[config.mk]
export PLATFORM = sky130hd
export DESIGN_NAME = wash_sequencer
export DESIGN_NICKNAME = d
export VERILOG_FILES = /design/src/rtl/wash_pkg.sv /design/src/rtl/wash_program_table.sv /design/src/rtl/wash_sequencer.sv
export SDC_FILE = /design/constraint.sdc
export NUM_CORES = 1
export LEC_CHECK = 0
export BUFFER_PORTS_ARGS = -buffer_cell sky130_fd_sc_hd__buf_2
export CAP_MARGIN = 20
export CORE_MARGIN = 3
export CORE_UTILIZATION = 45
export DETAILED_ROUTE_END_ITERATION = 6
export PLACE_DENSITY = 0.68
export SYNTH_ARGS = -nofsm -noshare
export SYNTH_HDL_FRONTEND = slang
export SYNTH_SLANG_ARGS = --single-unit
[constraint.sdc]
create_clock -name clk -period 3 [get_ports clk]
set_input_delay 0.3 -clock clk [delete_from_list [all_inputs] [get_ports clk]]
set_output_delay 0.3 -clock clk [all_outputs]
set_load 0.01 [all_outputs]
[src/rtl/wash_pkg.sv]
// Shared types and constants for the wash sequencer.
// Optional build macro: LAMP_TEST_EN adds a power-on lamp test state.
package wash_pkg;

    typedef enum logic [2:0] {
        ST_IDLE  = 3'd0,
        ST_FILL  = 3'd1,
        ST_WASH  = 3'd2,
        ST_DRAIN = 3'd3,
        ST_SPIN  = 3'd4,
        ST_DONE  = 3'd5
`ifdef LAMP_TEST_EN
        , ST_LAMP = 3'd6
`endif
    } state_t;

    typedef struct packed {
        logic [5:0] level;
        logic [5:0] wash;
        logic [5:0] spin;
    } prog_t;

    localparam logic [5:0] GLYPH_BLANK = 6'd55;
    localparam logic [5:0] GLYPH_LAMP  = 6'd56;
    localparam logic [5:0] GLYPH_END   = 6'd60;

    localparam logic [5:0] FILL_STEP   = 6'd2;
    localparam logic [5:0] DRAIN_STEP  = 6'd4;

    // Display total for mode 0, shown straight out of reset.
    localparam logic [5:0] RESET_TOTAL = 6'd40;

    localparam logic [1:0] LAMP_TICKS  = 2'd3;

    function automatic logic [5:0] prog_total(input prog_t p);
        return p.wash + p.spin;
    endfunction

endpackage

[src/rtl/wash_program_table.sv]
// Program lookup: mode -> fill level, wash seconds, spin seconds.
module wash_program_table
    import wash_pkg::*;
(
    input  logic [1:0] mode,
    output prog_t      prog
);

    // Fixed program table, purely combinational.
    always_comb begin
        unique case (mode)
            2'd0:    prog = '{level: 6'd20, wash: 6'd30, spin: 6'd10};
            2'd1:    prog = '{level: 6'd12, wash: 6'd12, spin: 6'd6};
            2'd2:    prog = '{level: 6'd30, wash: 6'd40, spin: 6'd12};
            default: prog = '{level: 6'd16, wash: 6'd8,  spin: 6'd4};
        endcase
    end

endmodule

[src/rtl/wash_sequencer.sv]
// Washing machine program sequencer with display outputs.
// Optional build macro: LAMP_TEST_EN (reset enters a 3-tick lamp test).
//
// state    | meaning
// IDLE     | waiting for start, shows selected program total
// FILL     | adding water until the program level
// WASH     | counting down wash seconds
// DRAIN    | removing water until empty
// SPIN     | counting down spin seconds
// DONE     | program finished, waits for start acknowledge
// LAMP     | all display fields lit (LAMP_TEST_EN builds only)
module wash_sequencer
    import wash_pkg::*;
(
    input  logic       clk,
    input  logic       uRst_,
    input  logic       uTick,
    input  logic       uStart,
    input  logic       uPause,
    input  logic [1:0] uMode,
    output logic [5:0] yTot,
    output logic [5:0] yCur,
    output logic [5:0] yWat,
    output logic [2:0] yPhase,
    output logic       yDone
);

    state_t     state, state_n;
    logic [5:0] level_q, level_n;
    logic [5:0] wash_cnt, wash_n;
    logic [5:0] spin_cnt, spin_n;
    logic [5:0] wat, wat_n;
    logic       paused, paused_n;
    logic       blink, blink_n;
    logic       running, advance;
    logic [5:0] tot_n, cur_n, wat_o_n;
    logic       done_n;
    prog_t      prog_sel;
`ifdef LAMP_TEST_EN
    logic [1:0] lamp_cnt, lamp_n;
`endif

    wash_program_table u_table (
        .mode (uMode),
        .prog (prog_sel)
    );

    assign yPhase = state;

    // Next-state, counter and display decode.
    always_comb begin
        state_n  = state;
        level_n  = level_q;
        wash_n   = wash_cnt;
        spin_n   = spin_cnt;
        wat_n    = wat;
        paused_n = paused;
        blink_n  = blink;
        advance  = 1'b0;
`ifdef LAMP_TEST_EN
        lamp_n   = lamp_cnt;
`endif
        running  = (state == ST_FILL) || (state == ST_WASH) ||
                   (state == ST_DRAIN) || (state == ST_SPIN);

        // Pause is resolved before the tick: a tick entering pause is
        // dropped, a tick leaving pause still advances.
        if (running && uPause) begin
            paused_n = ~paused;
            blink_n  = 1'b0;
            advance  = uTick & paused;
        end else if (running && uTick) begin
            if (paused) blink_n = ~blink;
            else        advance = 1'b1;
        end

        unique case (state)
            ST_IDLE: begin
                if (uStart) begin
                    level_n  = prog_sel.level;
                    wash_n   = prog_sel.wash;
                    spin_n   = prog_sel.spin;
                    wat_n    = 6'd0;
                    paused_n = 1'b0;
                    blink_n  = 1'b0;
                    state_n  = ST_FILL;
                end
            end
            ST_FILL: begin
                if (advance) begin
                    wat_n = wat + FILL_STEP;
                    if (wat + FILL_STEP >= level_q) state_n = ST_WASH;
                end
            end
            ST_WASH: begin
                if (advance) begin
                    wash_n = wash_cnt - 6'd1;
                    if (wash_cnt <= 6'd1) state_n = ST_DRAIN;
                end
            end
            ST_DRAIN: begin
                if (advance) begin
                    wat_n = (wat > DRAIN_STEP) ? wat - DRAIN_STEP : 6'd0;
                    if (wat <= DRAIN_STEP) state_n = ST_SPIN;
                end
            end
            ST_SPIN: begin
                if (advance) begin
                    spin_n = spin_cnt - 6'd1;
                    if (spin_cnt <= 6'd1) state_n = ST_DONE;
                end
            end
            ST_DONE: begin
                wat_n = 6'd0;
                if (uStart) state_n = ST_IDLE;
            end
`ifdef LAMP_TEST_EN
            ST_LAMP: begin
                if (uTick) begin
                    if (lamp_cnt <= 2'd1) state_n = ST_IDLE;
                    else                  lamp_n  = lamp_cnt - 2'd1;
                end
            end
`endif
            default: state_n = ST_IDLE;
        endcase

        tot_n   = wash_n + spin_n;
        cur_n   = 6'd0;
        wat_o_n = wat_n;
        done_n  = 1'b0;
        unique case (state_n)
            ST_IDLE:  tot_n = prog_total(prog_sel);
            ST_FILL:  cur_n = GLYPH_BLANK;
            ST_WASH:  cur_n = wash_n;
            ST_DRAIN: cur_n = GLYPH_BLANK;
            ST_SPIN:  cur_n = spin_n;
            ST_DONE: begin
                tot_n   = GLYPH_END;
                cur_n   = GLYPH_END;
                wat_o_n = 6'd0;
                done_n  = 1'b1;
            end
`ifdef LAMP_TEST_EN
            ST_LAMP: begin
                tot_n   = GLYPH_LAMP;
                cur_n   = GLYPH_LAMP;
                wat_o_n = GLYPH_LAMP;
            end
`endif
            default: ;
        endcase
        if (blink_n) begin
            tot_n = GLYPH_BLANK;
            cur_n = GLYPH_BLANK;
        end
    end

    // State, counters and registered display outputs.
    always_ff @(posedge clk) begin
        if (!uRst_) begin
            level_q  <= 6'd0;
            wash_cnt <= 6'd0;
            spin_cnt <= 6'd0;
            wat      <= 6'd0;
            paused   <= 1'b0;
            blink    <= 1'b0;
            yDone    <= 1'b0;
`ifdef LAMP_TEST_EN
            state    <= ST_LAMP;
            lamp_cnt <= LAMP_TICKS;
            yTot     <= GLYPH_LAMP;
            yCur     <= GLYPH_LAMP;
            yWat     <= GLYPH_LAMP;
`else
            state    <= ST_IDLE;
            yTot     <= RESET_TOTAL;
            yCur     <= 6'd0;
            yWat     <= 6'd0;
`endif
        end else begin
            state    <= state_n;
            level_q  <= level_n;
            wash_cnt <= wash_n;
            spin_cnt <= spin_n;
            wat      <= wat_n;
            paused   <= paused_n;
            blink    <= blink_n;
            yTot     <= tot_n;
            yCur     <= cur_n;
            yWat     <= wat_o_n;
            yDone    <= done_n;
`ifdef LAMP_TEST_EN
            lamp_cnt <= lamp_n;
`endif
        end
    end

endmodule

-- Word level (Yosys, flattened, before mapping)
Index checks and enable logic that the tools add are counted.
- add/sub/neg operators: 6
- $lt $le $gt $ge: 5
- equality and inequality tests: 12
- mux-type cells: 39
- bitwise gates (word level): 4
- reduce and logical (&&, ||, !) cells: 12
- operator list (operator ; count):
    2-to-1 mux 6 bit ; 9
    one-hot mux 17 bit (3 select lines) ; 1
    one-hot mux 6 bit (4 select lines) ; 2
    one-hot mux 6 bit (2 select lines) ; 3
    2-to-1 mux 3 bit ; 10
    one-hot mux 3 bit (6 select lines) ; 1
    adder 6 bit ; 2
    equality test 3 x 2 -> 1 bit, second input constant ; 4
    equality test 3 bit, second input constant ; 4
    <= comparator 6 x 1 -> 1 bit, second input constant ; 2
    2-to-1 mux 1 bit ; 12
    subtractor 6 x 1 -> 6 bit, second input constant ; 2
    adder 6 x 2 -> 6 bit, second input constant ; 1
    equality test 3 x 1 -> 1 bit, second input constant ; 2
    >= comparator 6 bit ; 1
    greater-than comparator 6 x 3 -> 1 bit, second input constant ; 1
    <= comparator 6 x 3 -> 1 bit, second input constant ; 1
    zero test 3 bit ; 2
    OR reduction 2 bit ; 3
    subtractor 6 x 3 -> 6 bit, second input constant ; 1
    2-to-1 mux 5 bit ; 1
    logical OR 1 bit ; 3
    inverter 1 bit ; 3
    equality test 2 x 1 -> 1 bit, second input constant ; 1
    other kinds (5) ; 6
- bits in registers: 48
- input port bits: 7
- output and inout port bits: 22
- word-level logic and storage cells: 91

-- Depth between registers and ports, before layout
- depth in word-level cells: 13
- gate-level depth with buffers: 15
- gate-level depth less buffers: 15

-- By module
From an unflattened synthesis, not the netlist that was laid out.
- cell total of the unflattened synthesis: 442
- area, all modules: 3555.9 um2
- modules (own cells, without submodules) (module ; times used ; cells each ; area an instance (um2) ; seq. area each (um2)):
    wash_sequencer ; 1 ; 416 ; 3350.7 ; 960.9
    wash_program_table ; 1 ; 26 ; 205.2 ; 0.0

-- Worst setup path before layout
OpenSTA, ideal clock, no wires.
- path kind: register -> register
- from: register state[1] (netlist: yPhase[1])
- to: register yTot[5]
- library setup time: 127 ps
- arrival time: 3029 ps
- required time: 2873 ps
- setup slack: -156 ps
- cell stages (with the launch flop): 14
- path buffers: 2
- period minus slack after synthesis: 3156 ps
- path through: dfxtp_1 -> buf_4 -> clkbuf_1 -> nor2_1 -> nand2_1 -> o311ai_0 -> ha_1 -> a211oi_1 -> o21bai_1 -> a21oi_1 -> xor2_1 -> xnor2_1 -> a2111oi_2 -> nor3_1
- cells in the longest elaborated chain, start to end: 11
- elaborated cells on any way between the ends: 37
- those cells by class: add/sub: 1; eq/ne: 6; mux: 22; reduce/logical: 8
- ends and longest elaborated chain (element ; line ; source):
    from (decl) ; wash_sequencer.sv:28 ; state_t state, state_n;
    from (signal assigned) ; wash_sequencer.sv:182 ; state <= state_n;
    equality test 3 x 1 -> 1 bit or equality test 3 x 2 -> 1 bit (tied branches) ; wash_sequencer.sv:63 ; running = (state == ST_FILL) || (state == ST_WASH) ||
    logical OR 1 bit (2 in a row) ; wash_sequencer.sv:63 ;
    logical OR 1 bit ; wash_sequencer.sv:64 ; (state == ST_DRAIN) || (state == ST_SPIN);
    logical AND 1 bit ; wash_sequencer.sv:72 ; end else if (running && uTick) begin
    2-to-1 mux 1 bit ; wash_sequencer.sv:72 ;
    2-to-1 mux 1 bit ; wash_sequencer.sv:68 ; if (running && uPause) begin
    2-to-1 mux 6 bit ; wash_sequencer.sv:108 ; if (advance) begin
    one-hot mux 6 bit (2 select lines) * ; wash_sequencer.sv:77 ; unique case (state)
    net spin_n[1] ; wash_sequencer.sv:31 ; logic [5:0] spin_cnt, spin_n;
    adder 6 bit * ; wash_sequencer.sv:128 ; tot_n = wash_n + spin_n;
    one-hot mux 6 bit (2 select lines) * ; wash_sequencer.sv:132 ; unique case (state_n)
    to (signal assigned) ; wash_sequencer.sv:189 ; yTot <= tot_n;
    to (decl) ; wash_sequencer.sv:21 ; output logic [5:0] yTot,
Mark *: on every way through the listed nets, which the timed path passes. The rest lies on a longest branch.
A chain may end at the register's enable or synchronous reset.

-- Final worst setup path
- from: register state[0] (netlist: yPhase[0])
- to: register yTot[5]
- cells in the longest elaborated chain, start to end: 11
- elaborated cells on any way between the ends: 37
- those cells by class: add/sub: 1; eq/ne: 6; mux: 22; reduce/logical: 8
- ends and longest elaborated chain (element ; line ; source):
    equality test 3 x 1 -> 1 bit or equality test 3 x 2 -> 1 bit (tied branches) ; wash_sequencer.sv:63, wash_sequencer.sv:77 ;
    logical OR 1 bit (2 in a row) ; wash_sequencer.sv:63 ;
    logical OR 1 bit ; wash_sequencer.sv:64 ;
    logical AND 1 bit ; wash_sequencer.sv:72 ;
    2-to-1 mux 1 bit ; wash_sequencer.sv:72 ;
    2-to-1 mux 1 bit ; wash_sequencer.sv:68 ;
    2-to-1 mux 6 bit ; wash_sequencer.sv:96 ; if (advance) begin
    one-hot mux 6 bit (2 select lines) * ; wash_sequencer.sv:77 ;
    net wash_n[4] ; wash_sequencer.sv:30 ; logic [5:0] wash_cnt, wash_n;
    adder 6 bit * ; wash_sequencer.sv:128 ;
    one-hot mux 6 bit (2 select lines) * ; wash_sequencer.sv:132 ;
Marks and branches as above.

==> impl_metrics.prom <==
# TYPE chip_impl_metric gauge
chip_impl_metric{name="cp_slowest_stage_delay",unit="ns"} 0.42
chip_impl_metric{name="synth.top_cell.area_share",unit="%"} 30.8
chip_impl_metric{name="first_pass_grt_wire_length",unit="µm"} 13100
chip_impl_metric{name="fraction_of_synthesized_cell_area_in_xor_and_xnor_cells",unit="%"} 3.18
chip_impl_metric{name="num-fill-cells",unit=""} 578
chip_impl_metric{name="first_pass_iters",unit=""} 5
chip_impl_metric{name="numClockSinks",unit=""} 46
chip_impl_metric{name="boundaryPins",unit=""} 29
chip_impl_metric{name="syn-mean-instance-area",unit="µm²"} 8.02
chip_impl_metric{name="power.density_cell_area",unit="nW/µm²"} 457
chip_impl_metric{name="clkSlewWorstSetupHoldPaths",unit="ns"} 0.09
chip_impl_metric{name="timing_hold_violations_final",unit=""} 0
chip_impl_metric{name="setup.reg_to_reg.worst_slack",unit="ns"} 0.09
chip_impl_metric{name="drt_drc_violations_left",unit=""} 0
chip_impl_metric{name="final-max-slew-violation-count",unit=""} 0
chip_impl_metric{name="final_layout_size_suffix_gt1_share",unit="%"} 24.1
chip_impl_metric{name="synth.yosys.warnings",unit=""} 0
chip_impl_metric{name="final_cells",unit=""} 513
chip_impl_info{name="cell_repeated_most_along_the_worst_path",value="sky130_fd_sc_hd__a21oi_1"} 1
chip_impl_metric{name="hpwl",unit="µm"} 6170
chip_impl_metric{name="final_core_utilization",unit="%"} 57.3
chip_impl_metric{name="worst_hold_check_slack",unit="ns"} 0.402
chip_impl_metric{name="synth_sequential_area_ratio",unit="%"} 30.8
chip_impl_metric{name="dieHeight",unit="µm"} 87.5
chip_impl_metric{name="post_synth_and_or_nand_nor_area_fraction",unit="%"} 25.2
chip_impl_info{name="synth_area_leaders",value="sky130_fd_sc_hd__dfxtp_1 (31%), sky130_fd_sc_hd__ha_1 (10%), sky130_fd_sc_hd__a21oi_1 (5.0%), sky130_fd_sc_hd__nand2_1 (4.9%), sky130_fd_sc_hd__and2_1 (4.4%)"} 1
chip_impl_metric{name="synth_compound_gate_area_share",unit="%"} 22.5
chip_impl_metric{name="fp-row-count",unit=""} 29
chip_impl_metric{name="worst_case_headroom_to_the_max_slew_limit",unit="%"} 53.1
chip_impl_metric{name="cts_buffer_depth",unit=""} 2
chip_impl_metric{name="max_freq",unit="MHz"} 343
chip_impl_metric{name="post-place-ws",unit="ns"} -0.0994
chip_impl_metric{name="worst_skew_pair.late_latency",unit="ns"} 0.29
chip_impl_metric{name="post_synth_mux_area_share",unit="%"} 2.47
chip_impl_metric{name="place.port_buffers",unit=""} 28
chip_impl_metric{name="cp_max_fo",unit=""} 5
chip_impl_metric{name="ys_seq_elements",unit=""} 46
chip_impl_info{name="result_of_the_run",value="finished, final reports clean"} 1
chip_impl_metric{name="synth_cell_type_count",unit=""} 57
chip_impl_metric{name="cts_made_buffers",unit=""} 5
chip_impl_metric{name="overall_power",unit="mW"} 1.67
chip_impl_metric{name="drt_first_iter_violations",unit=""} 135
chip_impl_metric{name="cts_htree_levels",unit=""} 2
chip_impl_metric{name="synthAdderAreaFrac",unit="%"} 10.7
chip_impl_metric{name="grt_total_ovfl",unit=""} 0
chip_impl_info{name="clockRootBuffer",value="sky130_fd_sc_hd__clkbuf_8"} 1
chip_impl_metric{name="report.final.setup_viol",unit=""} 0
chip_impl_metric{name="via_count",unit=""} 2932
chip_impl_metric{name="cp.arrival",unit="ns"} 3.10
chip_impl_metric{name="count_of_antenna_violating_nets_left_after_detailed_routing",unit=""} 0
chip_impl_info{name="tritoncts",value="built"} 1
chip_impl_metric{name="via_count_of_the_first_global_routing_pass",unit=""} 2666
chip_impl_info{name="timing.critical_path.cells",value="or3_1 -> and4_4 -> buf_4 -> nand3_1 -> mux2i_1 -> a21oi_1 -> ha_1 -> a21oi_1 -> xor2_1 -> xnor2_1 -> nor4b_2 -> nor3_1"} 1
chip_impl_metric{name="wl_per_cell",unit="µm"} 15.9
chip_impl_metric{name="synth_edf_count",unit=""} 0
chip_impl_metric{name="static-leakage-power",unit="nW"} 1.66
chip_impl_info{name="post-synth-top-count-cell",value="sky130_fd_sc_hd__dfxtp_1"} 1
chip_impl_metric{name="cp.required",unit="ns"} 3.18
chip_impl_metric{name="ir_drop",unit="V"} 0.000295
chip_impl_metric{name="dieWidth",unit="µm"} 87.5
chip_impl_metric{name="insertedDiodeCount",unit=""} 0
chip_impl_metric{name="antenna_found_initial",unit=""} 0
chip_impl_info{name="dominantRegCellSynth",value="sky130_fd_sc_hd__dfxtp_1"} 1
chip_impl_metric{name="grt_max_degree",unit=""} 23
chip_impl_info{name="grt_setup_unrepaired",value="yes"} 1
chip_impl_metric{name="initial_core_util",unit="%"} 46.8
chip_impl_metric{name="maxCapViolCount",unit=""} 0
chip_impl_metric{name="routed_via_density",unit=""} 5.72
chip_impl_metric{name="ys_async_sr_fraction",unit="%"} 0
chip_impl_info{name="post-synth-top-area-cell",value="sky130_fd_sc_hd__dfxtp_1"} 1
chip_impl_metric{name="place_inst",unit=""} 503
chip_impl_info{name="critical-path-slowest-cell",value="sky130_fd_sc_hd__or3_1"} 1
chip_impl_metric{name="postRouteWirelength",unit="µm"} 8160
chip_impl_metric{name="core_region_area",unit="µm²"} 6390
chip_impl_metric{name="finalWorstSetupSlack",unit="ns"} 0.0873
chip_impl_metric{name="synth.net_count",unit=""} 405
chip_impl_metric{name="gpl.final_weighted_congestion",unit=""} 0.899
chip_impl_info{name="kind_of_end_point_of_the_critical_path",value="flip-flop"} 1
chip_impl_info{name="synth_top_family_by_area",value="simple AND/OR/NAND/NOR gates"} 1
chip_impl_metric{name="postCtsHoldBufs",unit=""} 0
chip_impl_metric{name="num-nets-final",unit=""} 467
chip_impl_info{name="post_synth_most_frequent_cells",value="sky130_fd_sc_hd__dfxtp_1 (46), sky130_fd_sc_hd__nand2_1 (39), sky130_fd_sc_hd__nor2_1 (34)"} 1
chip_impl_metric{name="dieArea",unit="µm²"} 7660
chip_impl_metric{name="post_synth_inst_count",unit=""} 373
chip_impl_metric{name="syn-cell-area",unit="µm²"} 2990
chip_impl_metric{name="finClkSkew",unit="ns"} 0.00880
chip_impl_metric{name="worstMarginPinSlew",unit="ns"} 0.702
chip_impl_info{name="worst_hold_path_type",value="input pin to flip-flop"} 1
chip_impl_metric{name="syn2layout_area_growth",unit="%"} 22.3
chip_impl_metric{name="post-route-period-util",unit="%"} 97.1
chip_impl_info{name="criticalPathCategory",value="flip-flop to flip-flop"} 1
chip_impl_info{name="setup.worst_path.start_class",value="flip-flop"} 1
chip_impl_metric{name="period_minus_slack",unit="ns"} 2.91
chip_impl_metric{name="grt_util_overall",unit="%"} 21.7
-- metal layers --
layer  global-route usage, %  part of all wire [%]  up-vias
met5                       0                     0        -
met1                    30.4                    46     1374
met2                    35.1                    47       93
met3                    3.67                   5.8        7
met4                    4.88                   1.2        0
li1                        -                     -     1458
-- layout by cell type, fill, tap and decap left out, drive strengths merged, types with 7 or more instances in the layout --
master / netlist / final
nor2: 34 / 34
nor3: 9 / 9
buf: 5 / 72
a31oi: 9 / 9
inv: 20 / 20
ha: 24 / 24
a21oi: 30 / 30
o21ai: 16 / 16
and2: 21 / 21
dfxtp: 46 / 46
nand3: 7 / 7
nand2: 39 / 39
-- power by group --
part,total (mW),switching (mW),internal [mW]
clock,0.468,0.219,0.249
combinational,0.519,0.281,0.238
sequential,0.683,0.0278,0.656
-- layout make-up --
cell class	count	area [µm²]	area share, %
Inverter	20	75.1	2.05
Clock inverter	2	37.5	1.03
Multi-Input combinational cell	290	1980	54.2
Clock buffer	6	72.6	1.98
Sequential cell	46	923	25.2
Timing Repair Buffer	72	470	12.9
Tap cell	77	96.3	2.63
-- flip-flops by register name, summed over array words and instances, names as in the netlist --
signal,cells
yWat,6
yPhase,3
paused,1
wat,6
spin_cnt,6
yDone,1
blink,1
yTot,6
yCur,6
level_q,4
wash_cnt,6
-- per-stage QoR --
step	cell area [µm²]	TNS (ns)
floorplan	3000	0
global placement	3470	-0.0129
detailed placement	3470	-0.0994
CTS	3590	0
global route	3660	-0.0585
finish	3660	0
-- critical path, delay by kind of cell, from the launching register on --
family | cells | cell delay, ns
and+or+nand+nor | 5 | 1.06
muxes | 1 | 0.23
AOI/OAI and AO/OA | 2 | 0.34
buffers and inverters | 1 | 0.14
adders and majority gates | 1 | 0.36
xor gates and xnor gates | 2 | 0.33
DFF | 1 | 0.35
-- cells by family (layout without fill, tap and decap cells) --
family	count (synthesis)	count (layout)
multiplexers	7	7
AO/OA/AOI/OAI	101	101
flip-flops	46	46
XOR/XNOR	10	10
AND/OR/NAND/NOR	147	147
adder cells (fa/ha/maj)	25	25
buffers and inverters	37	100
-- final timing paths --
| kind | start | end | depth (start not counted) |
|---|---|---|---|
| max | yPhase[0]$_SDFF_PN0_ | yTot[5]$_SDFF_PP1_ | 12 |
| min | uRst_ | yTot[3]$_SDFF_PN1_ | 2 |
| max reg2reg | yPhase[0]$_SDFF_PN0_ | yTot[5]$_SDFF_PP1_ | 12 |
| min reg2reg | level_q[1]$_SDFFE_PN0P_ | level_q[1]$_SDFFE_PN0P_ | 2 |
-- repair_timing --
item | CTS | global route
buffers inserted | 1 | 1
gates resized for setup | 2 | 16
pin swaps | 1 | 7
cloned | 0 | 0
endpoints found under the setup margin | 1 | 6
Power figures use the tool's default switching activity.
